File: src/rtl/tstamp_pkg.sv
// -----------------------------------------------------------------------------
// tstamp_pkg
// Shared definitions for the timestamp scheduler:
//   NCH_DEF / TW_DEF : default channel count and timestamp width
//   EPOCH_W          : width of the optional epoch counter (TSTAMP_EPOCH_EN)
//   state_e          : run-control states IDLE / RUN / HALT
//   fsm_next()       : run-control next state, clear > stop > start
// -----------------------------------------------------------------------------
package tstamp_pkg;

   localparam int NCH_DEF = 4;
   localparam int TW_DEF  = 16;
   localparam int EPOCH_W = 8;

   typedef enum logic [1:0] {
      ST_IDLE = 2'd0,
      ST_RUN  = 2'd1,
      ST_HALT = 2'd2
   } state_e;

   // stop only has an effect in RUN; when stop is high, start is ignored
   // even in states where stop itself does nothing.
   function automatic state_e fsm_next(state_e cur, logic start, logic stop,
                                       logic clear);
      state_e nxt;
      nxt = cur;
      if (clear) begin
         nxt = ST_IDLE;
      end else if (stop) begin
         if (cur == ST_RUN) nxt = ST_HALT;
      end else if (start) begin
         nxt = ST_RUN;
      end
      return nxt;
   endfunction

endpackage

File: src/rtl/tstamp_scheduler_if.sv
// -----------------------------------------------------------------------------
// tstamp_scheduler_if
// Record output channel of the timestamp scheduler.
//   rec_valid : record available (producer)
//   rec_ready : consumer accepts record
//   rec_ch    : channel of the record
//   rec_stamp : captured count
//   rec_epoch : captured epoch (only with TSTAMP_EPOCH_EN)
// Handshake: a record transfers on a rising edge where rec_valid && rec_ready;
// while rec_valid && !rec_ready the producer holds rec_valid, rec_ch,
// rec_stamp (and rec_epoch) stable; rec_ready may change freely.
// master = scheduler side, slave = consumer side.
// -----------------------------------------------------------------------------
interface tstamp_scheduler_if #(
   parameter int NCH = tstamp_pkg::NCH_DEF,
   parameter int TW  = tstamp_pkg::TW_DEF
);
   localparam int CW = $clog2(NCH);

   logic          rec_valid;
   logic          rec_ready;
   logic [CW-1:0] rec_ch;
   logic [TW-1:0] rec_stamp;
`ifdef TSTAMP_EPOCH_EN
   logic [tstamp_pkg::EPOCH_W-1:0] rec_epoch;

   modport master (output rec_valid, rec_ch, rec_stamp, rec_epoch,
                   input  rec_ready);
   modport slave  (input  rec_valid, rec_ch, rec_stamp, rec_epoch,
                   output rec_ready);
`else
   modport master (output rec_valid, rec_ch, rec_stamp,
                   input  rec_ready);
   modport slave  (input  rec_valid, rec_ch, rec_stamp,
                   output rec_ready);
`endif

endinterface

File: src/rtl/rr_arbiter.sv
// -----------------------------------------------------------------------------
// rr_arbiter
// Round-robin selection of one requester per cycle.
//   clk_i, rst_ni : clock, asynchronous active-low reset
//   req_i         : N request bits
//   en_i          : a grant may be taken this cycle
//   gnt_o         : one-hot grant (zero when en_i low or no request)
//   gnt_idx_o     : index of the selected requester
//   gnt_any_o     : a grant is issued this cycle
// The search starts at the pointer, which moves to last grant + 1 only when a
// grant is actually issued; it is 0 after reset.
// -----------------------------------------------------------------------------
module rr_arbiter #(
   parameter int N = 4
) (
   input  logic                 clk_i,
   input  logic                 rst_ni,
   input  logic [N-1:0]         req_i,
   input  logic                 en_i,
   output logic [N-1:0]         gnt_o,
   output logic [$clog2(N)-1:0] gnt_idx_o,
   output logic                 gnt_any_o
);
   localparam int IW = $clog2(N);

   logic [IW-1:0] ptr_q, ptr_d;
   logic [IW-1:0] idx;
   logic [IW-1:0] cand_idx;
   logic          found;
   int            cand;

   always_comb begin
      found    = 1'b0;
      idx      = '0;
      cand     = 0;
      cand_idx = '0;
      for (int k = 0; k < N; k++) begin
         cand     = (int'(ptr_q) + k) % N;
         cand_idx = IW'(cand);
         if (!found && req_i[cand_idx]) begin
            found = 1'b1;
            idx   = cand_idx;
         end
      end
      gnt_any_o = found && en_i;
      gnt_idx_o = idx;
      gnt_o     = gnt_any_o ? (N'(1) << idx) : '0;
      ptr_d     = ptr_q;
      if (gnt_any_o) ptr_d = (int'(idx) == N - 1) ? '0 : idx + IW'(1);
   end

   always_ff @(posedge clk_i or negedge rst_ni) begin
      if (!rst_ni) ptr_q <= '0;
      else         ptr_q <= ptr_d;
   end

endmodule

File: src/rtl/tstamp_scheduler.sv
// -----------------------------------------------------------------------------
// tstamp_scheduler
// Free-running timestamp counter with per-channel event capture. Each channel
// holds at most one pending stamp; pending channels are drained round-robin,
// one per cycle, into a single registered record output.
//   CLK, RST_N   : clock, asynchronous active-low reset
//   start/stop   : run/resume and freeze the counter (stop wins over start)
//   clear        : back to IDLE, zero count, flush pending and record
//   ev_req       : per-channel single-cycle event strobes (used in RUN only)
//   ev_drop      : per-channel pulse, event lost because its stamp was busy
//   busy         : high while in RUN
//   wrap         : one-cycle pulse in the cycle the count reads 0 after rollover
//   dbg_state_o  : current run-control state
//   rec          : record channel (rec_valid/rec_ready/rec_ch/rec_stamp)
// Optional feature macro TSTAMP_EPOCH_EN: 8-bit epoch counter advanced on each
// wrap, captured with every event and presented as rec.rec_epoch.
// Event-to-rec_valid latency is 2 cycles: capture edge, then grant/load edge.
// -----------------------------------------------------------------------------
module tstamp_scheduler
   import tstamp_pkg::*;
#(
   parameter int NCH = NCH_DEF,
   parameter int TW  = TW_DEF
) (
   input  logic               CLK,
   input  logic               RST_N,
   input  logic               start,
   input  logic               stop,
   input  logic               clear,
   input  logic [NCH-1:0]     ev_req,
   output logic [NCH-1:0]     ev_drop,
   output logic               busy,
   output logic               wrap,
   output state_e             dbg_state_o,
   tstamp_scheduler_if.master rec
);
   localparam int CW = $clog2(NCH);

   state_e         state_q, state_d;
   logic [TW-1:0]  count_q, count_d;
   logic [NCH-1:0] pend_q, pend_d;
   logic [TW-1:0]  pstamp_q [NCH];
   logic [TW-1:0]  pstamp_d [NCH];
   logic [NCH-1:0] drop_q, drop_d;
   logic           wrap_q, wrap_d;
   logic           busy_q, busy_d;
   logic           valid_q, valid_d;
   logic [CW-1:0]  ch_q, ch_d;
   logic [TW-1:0]  stamp_q, stamp_d;
`ifdef TSTAMP_EPOCH_EN
   logic [EPOCH_W-1:0] epoch_q, epoch_d;
   logic [EPOCH_W-1:0] rep_q, rep_d;
   logic [EPOCH_W-1:0] pepoch_q [NCH];
   logic [EPOCH_W-1:0] pepoch_d [NCH];
`endif

   logic           load_ok;
   logic           arb_en;
   logic [NCH-1:0] gnt;
   logic [CW-1:0]  gnt_idx;
   logic           gnt_any;

   // Output register can take a new record when empty or being emptied.
   assign load_ok = !valid_q || rec.rec_ready;
   // Nothing is granted during clear so the round-robin pointer is kept.
   assign arb_en  = load_ok && !clear;

   rr_arbiter #(.N(NCH)) u_arb (
      .clk_i     (CLK),
      .rst_ni    (RST_N),
      .req_i     (pend_q),
      .en_i      (arb_en),
      .gnt_o     (gnt),
      .gnt_idx_o (gnt_idx),
      .gnt_any_o (gnt_any)
   );

   // Run control and counter
   always_comb begin
      state_d = fsm_next(state_q, start, stop, clear);
      busy_d  = (state_d == ST_RUN);
      count_d = count_q;
      wrap_d  = 1'b0;
      if (clear) begin
         count_d = '0;
      end else if (state_q == ST_RUN) begin
         count_d = count_q + TW'(1);
         wrap_d  = &count_q;
      end
`ifdef TSTAMP_EPOCH_EN
      epoch_d = clear ? '0 : (wrap_d ? epoch_q + EPOCH_W'(1) : epoch_q);
`endif
   end

   // Event capture. The granted bit is released first, so an event on the
   // channel being granted this cycle is captured rather than dropped.
   always_comb begin
      pend_d   = pend_q & ~gnt;
      pstamp_d = pstamp_q;
      drop_d   = '0;
`ifdef TSTAMP_EPOCH_EN
      pepoch_d = pepoch_q;
`endif
      if (clear) begin
         pend_d = '0;
      end else if (state_q == ST_RUN) begin
         for (int i = 0; i < NCH; i++) begin
            if (ev_req[i]) begin
               if (pend_d[i]) begin
                  drop_d[i] = 1'b1;
               end else begin
                  pend_d[i]   = 1'b1;
                  pstamp_d[i] = count_q;
`ifdef TSTAMP_EPOCH_EN
                  pepoch_d[i] = epoch_q;
`endif
               end
            end
         end
      end
   end

   // Record register
   always_comb begin
      valid_d = valid_q;
      ch_d    = ch_q;
      stamp_d = stamp_q;
`ifdef TSTAMP_EPOCH_EN
      rep_d   = rep_q;
`endif
      if (clear) begin
         valid_d = 1'b0;
      end else if (load_ok) begin
         valid_d = gnt_any;
         if (gnt_any) begin
            ch_d    = gnt_idx;
            stamp_d = pstamp_q[gnt_idx];
`ifdef TSTAMP_EPOCH_EN
            rep_d   = pepoch_q[gnt_idx];
`endif
         end
      end
   end

   always_ff @(posedge CLK or negedge RST_N) begin
      if (!RST_N) begin
         state_q <= ST_IDLE;
         count_q <= '0;
         pend_q  <= '0;
         for (int i = 0; i < NCH; i++) pstamp_q[i] <= '0;
         drop_q  <= '0;
         wrap_q  <= 1'b0;
         busy_q  <= 1'b0;
         valid_q <= 1'b0;
         ch_q    <= '0;
         stamp_q <= '0;
`ifdef TSTAMP_EPOCH_EN
         epoch_q <= '0;
         rep_q   <= '0;
         for (int i = 0; i < NCH; i++) pepoch_q[i] <= '0;
`endif
      end else begin
         state_q  <= state_d;
         count_q  <= count_d;
         pend_q   <= pend_d;
         pstamp_q <= pstamp_d;
         drop_q   <= drop_d;
         wrap_q   <= wrap_d;
         busy_q   <= busy_d;
         valid_q  <= valid_d;
         ch_q     <= ch_d;
         stamp_q  <= stamp_d;
`ifdef TSTAMP_EPOCH_EN
         epoch_q  <= epoch_d;
         rep_q    <= rep_d;
         pepoch_q <= pepoch_d;
`endif
      end
   end

   assign ev_drop       = drop_q;
   assign busy          = busy_q;
   assign wrap          = wrap_q;
   assign dbg_state_o   = state_q;
   assign rec.rec_valid = valid_q;
   assign rec.rec_ch    = ch_q;
   assign rec.rec_stamp = stamp_q;
`ifdef TSTAMP_EPOCH_EN
   assign rec.rec_epoch = rep_q;
`endif

endmodule

File: src/flat_wrapper.sv
// flat-port wrapper written by rule: the top's interface ports become plain ports
module tstamp_scheduler_flat import tstamp_pkg::*;
#(
   parameter int NCH = NCH_DEF,
   parameter int TW  = TW_DEF
)
  (CLK, RST_N, start, stop, clear, ev_req, ev_drop, busy, wrap, dbg_state_o, rec_rec_valid, rec_rec_ch, rec_rec_stamp, rec_rec_ready);
  tstamp_scheduler_if #(.NCH(NCH), .TW(TW)) rec_i ();
  input  logic CLK;
  input  logic RST_N;
  input  logic start;
  input  logic stop;
  input  logic clear;
  input  logic [NCH-1:0] ev_req;
  output logic [NCH-1:0] ev_drop;
  output logic busy;
  output logic wrap;
  output state_e dbg_state_o;
  output wire logic [$bits(rec_i.rec_valid)-1:0] rec_rec_valid;
  output wire logic [$bits(rec_i.rec_ch)-1:0] rec_rec_ch;
  output wire logic [$bits(rec_i.rec_stamp)-1:0] rec_rec_stamp;
  input wire logic [$bits(rec_i.rec_ready)-1:0] rec_rec_ready;
  assign rec_rec_valid = rec_i.rec_valid;
  assign rec_rec_ch = rec_i.rec_ch;
  assign rec_rec_stamp = rec_i.rec_stamp;
  assign rec_i.rec_ready = rec_rec_ready;
  tstamp_scheduler #(.NCH(NCH), .TW(TW)) u_core (.CLK(CLK), .RST_N(RST_N), .start(start), .stop(stop), .clear(clear), .ev_req(ev_req), .ev_drop(ev_drop), .busy(busy), .wrap(wrap), .dbg_state_o(dbg_state_o), .rec(rec_i));
endmodule
File: config.mk
export PLATFORM = sky130hd
export DESIGN_NAME = tstamp_scheduler_flat
export DESIGN_NICKNAME = d
export VERILOG_FILES = /design/src/rtl/tstamp_pkg.sv /design/src/rtl/tstamp_scheduler_if.sv /design/src/rtl/rr_arbiter.sv /design/src/rtl/tstamp_scheduler.sv /design/src/flat_wrapper.sv
export SDC_FILE = /design/constraint.sdc
export NUM_CORES = 1
export LEC_CHECK = 0
export ABC_AREA = 1
export ABC_CLOCK_PERIOD_IN_PS = 7500
export BUFFER_PORTS_ARGS = -buffer_cell sky130_fd_sc_hd__buf_4
export CAP_MARGIN = 20
export CORE_MARGIN = 1.5
export CORE_UTILIZATION = 40
export DETAILED_ROUTE_END_ITERATION = 10
export GPL_TIMING_DRIVEN = 1
export SLEW_MARGIN = 10
export SYNTH_ARGS = -nofsm -noshare
export SYNTH_HDL_FRONTEND = slang
export SYNTH_SLANG_ARGS = --single-unit
File: constraint.sdc
create_clock -name CLK -period 7.5 [get_ports CLK]
set_clock_uncertainty 0.05 [all_clocks]
set_input_delay 1.125 -clock CLK [delete_from_list [all_inputs] [get_ports CLK]]
set_output_delay 1.125 -clock CLK [all_outputs]
set_load 0.02 [all_outputs]
==> results of run 1 <==
state kept, by name (all words and copies together), names as in the netlist:
name	count
u_core.rec.rec_stamp	16
u_core.busy	1
u_core.rec.rec_ch	2
u_core.wrap	1
u_core.count_q	16
u_core.pstamp_q	64
u_core.ev_drop	4
u_core.u_arb.ptr_q	2
u_core.pend_q	4
u_core.rec.rec_valid	1
u_core.dbg_state_o	2
critical path: stages, from the launching register on:
cell and delay (ps):
dfrtp_1 670, inv_2 190, nand2_1 170, nand3_2 110, nand2_4 120, inv_2 60, a21oi_2 130, nand2_2 440
nand2_4 560, nand3_2 150, nand2_4 260, nand2_4 220, nand2_1 120, nand2_1 60
synthesized netlist by cell type, drive strengths merged:
| library cell | n |
|---|---|
| buf | 22 |
| clkinv | 3 |
| o21a | 1 |
| o21ai | 33 |
| nand3 | 105 |
| nor4 | 3 |
| ha | 2 |
| dfrtp | 113 |
| nand3b | 17 |
| clkbuf | 12 |
| nor3 | 5 |
| and2 | 1 |
| o22ai | 2 |
| a21oi | 16 |
| a211oi | 1 |
| o211ai | 1 |
| inv | 50 |
| nand2 | 320 |
| nor2 | 21 |
| nand4 | 2 |
final timing paths:
| path | from | end | slack [ps] | cells after the start |
|---|---|---|---|---|
| max | u_core.u_arb.ptr_q[0] | u_core.pstamp_q[49] | 4030 | 13 |
| min | u_core.pstamp_q[10] | u_core.pstamp_q[10] | 420 | 2 |
| max reg2reg | u_core.u_arb.ptr_q[0] | u_core.pstamp_q[49] | 4030 | 13 |
| min reg2reg | u_core.pstamp_q[10] | u_core.pstamp_q[10] | 420 | 2 |
| max in group asynchronous | RST_N | u_core.pstamp_q[14] | 5430 | 2 |
| min in group asynchronous | RST_N | u_core.u_arb.ptr_q[0] | 630 | 1 |
per-layer routing:
layer	part of all wire (%)	routed length [um]	up-vias	GRT usage, %
met4	1.6	244	0	8.14
met1	46	6950	2376	29.0
met2	47	7110	130	34.4
met5	0	0	-	0
met3	4.8	722	24	5.21
li1	-	-	2379	-
metrics by stage:
step                      worst slack, ps  utilization, %  hold slack [ps]
after CTS                            4090            47.4              418
after global placement               4140            43.3              402
after detailed placement             4100            43.3              405
after global routing                 3770            47.4              444
after floorplan                      5010               -              383
final                                4030            47.4              418
cells by family (layout without fill, tap and decap cells):
| logic type | after synthesis | in the layout | share of synthesized area, % |
|---|---|---|---|
| adder cells (fa/ha/maj) | 2 | 2 | 0.435 |
| AND/OR/NAND/NOR | 474 | 474 | 38.3 |
| flip-flops | 113 | 113 | 49.1 |
| AO/OA/AOI/OAI | 54 | 54 | 5.20 |
| buffers and inverters | 87 | 121 | 6.91 |
cell type report:
type                            count  area (um^2)
Multi-Input combinational cell    530         2530
Timing Repair Buffer               37          278
Tap cell                          180          225
Fill cell                        1379         7360
Clock buffer                       26          519
Inverter                           53          201
Clock inverter                      5         50.0
Sequential cell                   113         2830
power groups by stage:
stage	combinational, uW	sequential [uW]	clock, uW
after detailed placement	831	715	0
after global placement	818	712	0
final	836	705	770
after global routing	925	712	814
after CTS	836	705	783
after floorplan	591	744	0
==> results.toml, run 1 <==
[clock_network]
cts_tree = "done"
clockBufferDepth = 2
clk_pin_slew_ps = 50
h-tree-depth = 4
post-cts-setup-buffers = 0
insertion_delay_ps = 420
cts.repair.resized = 0
postCtsHoldBufs = 0
cts_sinks = 113
cts_root_buffer = "clkbuf_16"
numCtsBuffers = 17

[layout]
mostFrequentLayoutCells = "nand2_1 (287), dfrtp_1 (113), nand3_1 (100)"
stdcell_count = 944
drive_above_1_share_pct = 15.3
layout.nets = 764
diodes = 0
area_growth_syn_to_layout_pct = 15.2
finish.instance_area_um2 = 6630
layout_commonest_cell = "nand2_1"

[synthesis]
yosysUniqueCellTypes = 34
ys_seq_elements = 113
synth_area_leaders = "dfrtp_1 (49%), nand2_1 (19%), nand3_1 (8.7%)"
netlist_instances = 730
syn_area_um2 = 5760
synth_fp_nets = 742
ys_warn_count = 0
yosysSeqAreaShare_pct = 49.1
synth_top_area_share_pct = 49.1
syn_area_per_cell_um2 = 7.88
yosysTopAreaCell = "dfrtp_1"

[die]
coreArea_um2 = 14000
io_pins = 37
die_w_um = 123
die_h_um = 123
dieArea_um2 = 15100
start_util_pct = 41.1
rows = 43

[power_and_ir_drop]
ir_drop_mv = 0.220
power.internal_uw = 1400
p_per_area_nw_per_um2 = 348
combPwrFrac_pct = 36.2
p_switching_uw = 913
clockPowerShare_pct = 33.3
p_seq_share_pct = 30.5
finalPower_uw = 2310
p_leak_uw = 0.00346
netSwitchingFraction_pct = 39.5

[global_route]
grt_pass1_vias = 4782
overflow = 0
antenna_found_initial = 0
grtUsageTotal_pct = 21.8
grt_max_degree = 75
grt_first_pass_wirelength_um = 24700

[place]
placed_area_um2 = 6060
io_buffers = 36
dp_cells = 913
hpwl_um = 9810
gp_congestion = 0.804

[setup_path]
critPathLaunchType = "flop"
endpoint_kind = "flop"
arrival_ps = 3710
worstPathRequired_ps = 7740
path_max_fanout = 35
path_class = "reg2reg"

[timing]
rsz0062_at_grt = "no"
setup_tns_ps = 0
drv_slew = 0
fin_crit_ps = 3470
max_freq_mhz = 288
hold_violations = 0
setup_viol = 0
maxSlewHeadroom_pct = 37.0
finalCritPeriodShare_pct = 46.3
worst_slew_pin_slew_ps = 946

[routing]
drt_first_pass_iters = 5
vias = 4909
avgRoutedWirePerCell_um = 15.9
drc = 0
route.final.wire_length_um = 15000
drtAntennaViolNets = 0
vias_per_cell = 5.20
drt_iter0_markers = 388

[job]
cap_violations = 0

[worst_hold_path]
hp-class = "reg2reg"

[outcome]
status = "finished clean"
Note: power is estimated with default switching activity, not from simulation.
==> run 2: changes to the inputs <==
--- a/config.mk
+++ b/config.mk
@@ -6,7 +6,7 @@
 export NUM_CORES = 1
 export LEC_CHECK = 0
 export ABC_AREA = 1
-export ABC_CLOCK_PERIOD_IN_PS = 7500
+export ABC_CLOCK_PERIOD_IN_PS = 3600
 export BUFFER_PORTS_ARGS = -buffer_cell sky130_fd_sc_hd__buf_4
 export CAP_MARGIN = 20
 export CORE_MARGIN = 1.5
==> constraint.sdc (replaced) <==
create_clock -name CLK -period 3.6 [get_ports CLK]
set_clock_uncertainty 0.05 [all_clocks]
set_input_delay 0.54 -clock CLK [delete_from_list [all_inputs] [get_ports CLK]]
set_output_delay 0.54 -clock CLK [all_outputs]
set_load 0.02 [all_outputs]
==> results.toml, run 2 (same netlist as run 1, synthesis figures left out) <==
[layout]
largest_reg_flops = 64
utilization_pct = 47.6
drive_above_1_share_pct = 15.7
mostFrequentLayoutCells = "nand2_1 (287), dfrtp_1 (113), nand3_1 (100)"
layout.nets = 769
layout_commonest_cell = "nand2_1"
area_growth_syn_to_layout_pct = 15.8
top_register = "u_core.pstamp_q"
diodes = 0

[timing]
max_freq_mhz = 341
drv_slew = 0
fin_crit_ps = 2940
worst_slew_pin_slew_ps = 678
setup_viol = 0
finalCritPeriodShare_pct = 81.6
maxSlewHeadroom_pct = 54.7
rsz0062_at_grt = "no"
hold_violations = 0
setup_tns_ps = 0

[global_route]
grt_first_pass_wirelength_um = 23500
grt_max_degree = 66
grtUsageTotal_pct = 20.7
antenna_found_initial = 0
overflow = 0
grt_pass1_vias = 4444

[clock_network]
cts.repair.resized = 0
postCtsHoldBufs = 0
post-cts-setup-buffers = 0
cts_tree = "done"
clockBufferDepth = 2
cts_root_buffer = "clkbuf_16"
h-tree-depth = 4
insertion_delay_ps = 420
numCtsBuffers = 17
cts_sinks = 113
clk_pin_slew_ps = 50

[routing]
drt_first_pass_iters = 5
drtAntennaViolNets = 0
vias = 4796
drc = 0
avgRoutedWirePerCell_um = 15.2
vias_per_cell = 5.05
route.final.wire_length_um = 14400
drt_iter0_markers = 453

[die]
rows = 43
die_w_um = 123
start_util_pct = 41.1
coreArea_um2 = 14000
io_pins = 37
dieArea_um2 = 15100
die_h_um = 123

[setup_path]
path_delay_family = "simple AND/OR/NAND/NOR gates"
critPathMaxStageDelay_ps = 640
critPathBufInv = 2
worstPathRequired_ps = 3830
critPathLaunchType = "flop"
path_class = "reg2reg"
crit_path_top_delay_cell = "dfrtp_1"
rrSetupSlack_ps = 660
arrival_ps = 3170
endpoint_kind = "flop"
path_max_fanout = 29
cp_cell_sequence = "inv_2, nand2_1, nand2_1, nand2_2, nand2_4, nor2_8, nand2_2, nand2_4, inv_2, nand2_4, ha_1, nand2_2, nand2_4, nand2_2, nand2_1, o21ai_1"

[power_and_ir_drop]
p_per_area_nw_per_um2 = 723
ir_drop_mv = 0.498
p_leak_uw = 0.00348

[worst_hold_path]
hp-class = "in2async"

[job]
cap_violations = 0

[place]
io_buffers = 36
gp_congestion = 0.859
hpwl_um = 9600

[outcome]
status = "finished clean"
-- run 2: cell count changes in the layout (fill, tap and decap cells not counted), sizes merged --
cell    before  now
clkinv       7    8
clkbuf      26   25
buf         37   42
-- run 2: stage by stage --
step | power, uW | hold slack (ps) | cell area (um^2) | instances | setup slack (ps)
after floorplan | 2780 | 194 | 5760 | 730 | 1250
after global placement | 3240 | 404 | 6110 | 918 | 815
after detailed placement | 3270 | 405 | 6110 | 918 | 704
after CTS | 4850 | 121 | 6660 | 949 | 690
after global routing | 5110 | 157 | 6660 | 949 | 357
final | 4820 | 108 | 6660 | 949 | 664
-- run 2: power by group --
group	total [uW]	switching [uW]	internal [uW]
registers	1470	89.6	1380
clock network	1560	553	1010
logic	1790	1280	515
total	4820	1920	2900
-- run 2: metal layers --
| layer | share of wire (%) | routed length, um | GRT usage, % |
|---|---|---|---|
| met1 | 50 | 7210 | 30.4 |
| met2 | 43 | 6190 | 29.6 |
| met3 | 6.2 | 894 | 6.37 |
| met4 | 0.72 | 103 | 5.81 |
| met5 | 0 | 0 | 0 |
-- run 2: path summary, 6_finish.rpt --
kind | startpoint | to | depth (start not counted)
min in group CLK | rec_rec_ready | u_core.rec.rec_valid | 4
setup reg to reg | u_core.u_arb.ptr_q[0] | u_core.pstamp_q[8] | 16
setup / recovery | u_core.u_arb.ptr_q[0] | u_core.pstamp_q[8] | 16
hold reg to reg | u_core.pstamp_q[11] | u_core.pstamp_q[11] | 2
max in group asynchronous | RST_N | u_core.count_q[9] | 2
hold / removal | RST_N | u_core.rec.rec_stamp[0] | 1
-- run 2: area by class of cell --
cell class                      instances  area [um^2]
Multi-Input combinational cell        530         2530
Clock inverter                          6         55.1
Timing Repair Buffer                   42          328
Fill cell                            1339         7330
Inverter                               53          201
Clock buffer                           25          495
Tap cell                              180          225
Sequential cell                       113         2830
